===== src/rtl/seq_array_divider.sv =====
// Iterative unsigned restoring divider: one quotient bit per clock through a single
// subtract/restore row, with a start/busy/done handshake and registered results.
module seq_array_divider #(
    parameter int WIDTH = 8
) (
    input  logic             clk,
    input  logic             rst,
    input  logic             start,
    input  logic [WIDTH-1:0] A,
    input  logic [WIDTH-1:0] B,
    output logic [WIDTH-1:0] Q,
    output logic [WIDTH-1:0] R,
    output logic             busy,
    output logic             done,
    output logic             div_by_zero
);

    localparam int CNT_W = $clog2(WIDTH + 1);

    typedef enum logic {IDLE, CALC} state_t;

    state_t             state, state_n;
    logic [CNT_W-1:0]   cnt, cnt_n;
    logic [WIDTH-1:0]   dvd, dvd_n;
    logic [WIDTH-1:0]   dvs, dvs_n;
    logic [WIDTH-1:0]   rem, rem_n;
    logic [WIDTH-1:0]   q_n, r_n;
    logic [WIDTH:0]     shifted, trial;
    logic               qbit, done_n, dz_n;

    // The working remainder is WIDTH+1 bits; its stored top bit is always zero
    // because a kept trial is smaller than the divisor, so only WIDTH bits are held.
    always_comb begin
        shifted = {rem, dvd[WIDTH-1]};
        trial   = shifted - {1'b0, dvs};
        qbit    = ~trial[WIDTH];
    end

    always_comb begin
        state_n = state;
        cnt_n   = cnt;
        dvd_n   = dvd;
        dvs_n   = dvs;
        rem_n   = rem;
        q_n     = Q;
        r_n     = R;
        dz_n    = div_by_zero;
        done_n  = 1'b0;
        case (state)
            IDLE: begin
                if (start) begin
                    if (B == '0) begin
                        q_n    = '1;
                        r_n    = A;
                        dz_n   = 1'b1;
                        done_n = 1'b1;
                    end else begin
                        dvd_n   = A;
                        dvs_n   = B;
                        rem_n   = '0;
                        cnt_n   = '0;
                        state_n = CALC;
                    end
                end
            end
            CALC: begin
                rem_n = qbit ? trial[WIDTH-1:0] : shifted[WIDTH-1:0];
                dvd_n = {dvd[WIDTH-2:0], qbit};
                cnt_n = cnt + CNT_W'(1);
                if (cnt == CNT_W'(WIDTH - 1)) begin
                    q_n     = dvd_n;
                    r_n     = rem_n;
                    dz_n    = 1'b0;
                    done_n  = 1'b1;
                    state_n = IDLE;
                end
            end
            default: state_n = IDLE;
        endcase
    end

    always_ff @(posedge clk) begin
        if (rst) begin
            state       <= IDLE;
            cnt         <= '0;
            Q           <= '0;
            R           <= '0;
            done        <= 1'b0;
            div_by_zero <= 1'b0;
        end else begin
            state       <= state_n;
            cnt         <= cnt_n;
            Q           <= q_n;
            R           <= r_n;
            done        <= done_n;
            div_by_zero <= dz_n;
        end
    end

    // Working registers carry no reset; they are reloaded on every accepted start.
    always_ff @(posedge clk) begin
        dvd <= dvd_n;
        dvs <= dvs_n;
        rem <= rem_n;
    end

    assign busy = (state == CALC);

endmodule


===== config.mk =====
export PLATFORM = sky130hd
export DESIGN_NAME = seq_array_divider
export DESIGN_NICKNAME = d
export VERILOG_FILES = /design/src/rtl/seq_array_divider.sv
export SDC_FILE = /design/constraint.sdc
export NUM_CORES = 1
export LEC_CHECK = 0
export CORE_ASPECT_RATIO = 2
export CORE_MARGIN = 2
export CORE_UTILIZATION = 40
export CTS_CLUSTER_SIZE = 14
export DETAILED_ROUTE_END_ITERATION = 10
export SLEW_MARGIN = 20
export SYNTH_ARGS = -nofsm -noshare
export SYNTH_HDL_FRONTEND = slang
export SYNTH_SLANG_ARGS = --single-unit

===== constraint.sdc =====
create_clock -name clk -period 2.3 [get_ports clk]
set_input_delay 0.46 -clock clk [delete_from_list [all_inputs] [get_ports clk]]
set_output_delay 0.46 -clock clk [all_outputs]
set_load 0.01 [all_outputs]

==> flow_summary_export.csv <==
group,metric,value,unit
timing,fmax,401,MHz
placement,hpwl,4740,um
worst_hold_path,hold_path_depth,2,
route,dr.pass1.iters,4,
pwr,vdd_drop_max,0.000840,V
synth,ys_seq_area_share,49.8,%
timing,finalClockSkew,8.58,ps
timing,period_minus_slack,2490,ps
layout,diodes,0,
synth,ys_ff_latch,47,
grt,grt_start_max_net_pins,23,
route,post-route-drc-count,0,
synth,syn-num-nets,270,
route,post_drt_wl_per_cell,16.9,um
setup_path,cp.arrival,2540,ps
status,status,"complete, but fails checks",
grt,grt-ovfl-total,0,
pwr,leakage,1.34,nW
setup_path,max_stage_delay,420,ps
cts,cts_made_buffers,5,
floorplan,row_count,39,
grt,antenna_found_initial,0,
floorplan,dieWidth,58.5,um
synth,async_flop_share,0,%
route,num_vias,2054,
timing,layout_setup_ws,-194,ps
route,met3_length,183,um
timing,maxSlewHeadroom,37.0,%
layout,drive_gt1_share,27.7,%
setup_path,cp-end-kind,"register",
route,wl_met1,2310,um
layout,final_area,3490,sq um
synth,synth_cells,241,
cts,clock_path_buffers,2,
setup_path,reg2regPathDepth,9,
route,finalWirelength,6330,um
layout,regArea,1180,sq um
grt,grt_util_all_layers,20.8,%
grt,first_global_vias,2138,
cts,tritoncts,"built",
floorplan,dieArea,6600,sq um
layout,final_util,61.2,%
timing,fin_crit_sh,108,%
synth,yosysUniqueCellTypes,47,
route,antenna_left,0,
timing,tightest_slew,946,ps
grt,grt_pass1_wl,10300,um
synth,synth_area,2370,sq um
route,route.met2.wl,3540,um
setup_path,crit_slowest_cell,"edfxtp_1",
synth,synth-edff-count,24,
timing,rsz0062_at_grt,"true",
cts,root_buffer,"clkbuf_16",
setup_path,cp-start-kind,"register",
timing,hold_ws,497,ps
layout,layout_common_cells,"38 x nor2_1, 37 x clkdlybuf4s50_1, 31 x buf_4, 24 x edfxtp_1, 23 x dfxtp_1",
placement,portBuffers,37,
route,top_layer_used,"met4",
route,drtIter0Drc,51,
worst_hold_path,hold_start,"div_by_zero",
synth,yosys_warnings,0,
setup_path,reg2reg_to,"rem[4]",
setup_path,path_cells,"ha_4 -> fa_2 -> nand2b_4 -> a211oi_4 -> buf_6 -> mux2_4 -> and3_4 -> o21ai_4 -> inv_1",
setup_path,worstSetupPathType,"reg2reg",
cts,clkLatencyLatePin,290,ps
floorplan,die_h,113,um
floorplan,start_util,41.6,%
timing,timing.setup.tns,-2560,ps
placement,gp_congestion,0.814,
layout,layout_commonest_cell,"nor2_1",
layout,finalNetCount,342,
setup_path,reg2reg_from,"dvs[0]",
cts,cts.clk_slew.worst_paths,70,ps
job,maxCapViolCount,0,
pwr,powerDensity,758,nW/um^2
layout,n_fill_cell,501,
pwr,finalPower,2.65,mW
setup_path,critPathMaxFanout,5,
setup_path,worstPathRequired,2350,ps
route,avgViaCountPerCell,5.48,
worst_hold_path,hold_path.class,"reg2reg",
placement,placed_area,3070,sq um
layout,syn_to_final_growth,47.2,%
floorplan,core,5710,sq um
worst_hold_path,hold-path-endpoint,"div_by_zero",
setup_path,rrSetupSlack,-190,ps
cts,cts-htree-levels,2,
timing,drv_slew,0,
timing,hold_viol,0,
status,violations,"setup timing",
floorplan,ios,38,
timing,setup_violations,18,
layout,multiInputGateArea,1320,sq um
cts,cts_sinks,47,
synth,synth_ff_type,"edfxtp_1",
synth,avgSynthCellArea,9.85,sq um
-- final cells by class --
class / instances / area share (%)
timing repair buffer: 73 / 19.6
clock inverter: 3 / 1.11
inverter: 18 / 1.93
sequential: 47 / 33.8
clock buffer: 5 / 3.58
tap: 61 / 2.18
multi-input combinational: 168 / 37.8
-- worst max path at each step --
stage | slack, ps | startpoint | cells past startpoint | end
after floorplan | -50 | dvs[0] | 8 | rem[5]
after global placement | -220 | dvs[0] | 9 | R[3]
after detailed placement | -230 | dvd[7] | 10 | R[3]
after CTS | -210 | dvs[0] | 9 | R[5]
after global routing | -280 | dvs[0] | 9 | R[2]
final | -190 | dvs[0] | 9 | rem[4]
-- where the power goes --
| part | switching, mW | internal [mW] | total, mW | leakage [nW] |
|---|---|---|---|---|
| clock network | 0.298 | 0.507 | 0.805 | 0.0812 |
| logic | 0.442 | 0.411 | 0.853 | 0.826 |
| registers | 0.0400 | 0.952 | 0.992 | 0.429 |
-- critical path, delay by kind of cell (launching register included) --
| kind | cells | cell delay, ps |
|---|---|---|
| mux | 1 | 350 |
| simple gates | 2 | 360 |
| compound gates | 2 | 410 |
| fa+ha+maj | 2 | 520 |
| flops | 1 | 420 |
| buf+inv | 2 | 190 |
-- flip-flops by register name, indices dropped and copies added (netlist names) --
register and count:
cnt 4, dvs 8, R 8, Q 8, busy 1, div_by_zero 1, done 1, dvd 8
rem 8
-- through the flow --
step / setup WS [ps] / instances
after floorplan: -52.0 / 241
after global placement: -222 / 358
after detailed placement: -232 / 358
after CTS: -206 / 371
after global routing: -280 / 375
final: -194 / 375
-- per-layer routing --
layer | vias up | GRT usage, %
met5 | - | 0
met4 | 0 | 11.9
met3 | 13 | 3.43
met2 | 42 | 37.0
met1 | 997 | 22.1
li1 | 1002 | -
-- synth_stat cells (2+ instances only) --
cell | number | area, sq um
o21ai_1 | 3 | 15.0
clkbuf_1 | 7 | 26.3
ha_1 | 9 | 113
o21ai_0 | 8 | 40.0
a211oi_2 | 4 | 50.1
nand3_1 | 2 | 10.0
inv_1 | 18 | 67.6
nor3b_1 | 2 | 15.0
nor3_1 | 15 | 75.1
nand2_1 | 17 | 63.8
mux2i_1 | 2 | 20.0
o21a_1 | 7 | 52.6
dfxtp_1 | 23 | 460
nand2b_1 | 4 | 25.0
a211oi_1 | 6 | 45.0
and3_2 | 2 | 15.0
edfxtp_1 | 24 | 721
a21oi_1 | 11 | 55.1
mux2_2 | 5 | 56.3
o211ai_1 | 2 | 15.0
o32ai_2 | 2 | 32.5
a21boi_0 | 3 | 22.5
nor4_1 | 3 | 18.8
nor2_1 | 39 | 146
-- cell families after synthesis --
| group | Yosys count | share of synthesized area, % |
|---|---|---|
| AO/OA/AOI/OAI | 54 | 16.5 |
| XOR/XNOR | 1 | 0.369 |
| adder cells (fa/ha/maj) | 10 | 5.59 |
| buffers and inverters | 27 | 4.32 |
| flip-flops | 47 | 49.8 |
| multiplexers | 9 | 4.80 |
| AND/OR/NAND/NOR | 93 | 18.7 |
-- timing repair --
action | in CTS | in global routing
buffers inserted | 4 | 4
gates resized for setup | 14 | 19
hold buffers | 0 | 0
pin swaps | 21 | 11
endpoints found under the setup margin | 18 | 18
gates cloned | 1 | 0
(Power assumes the default switching activity.)
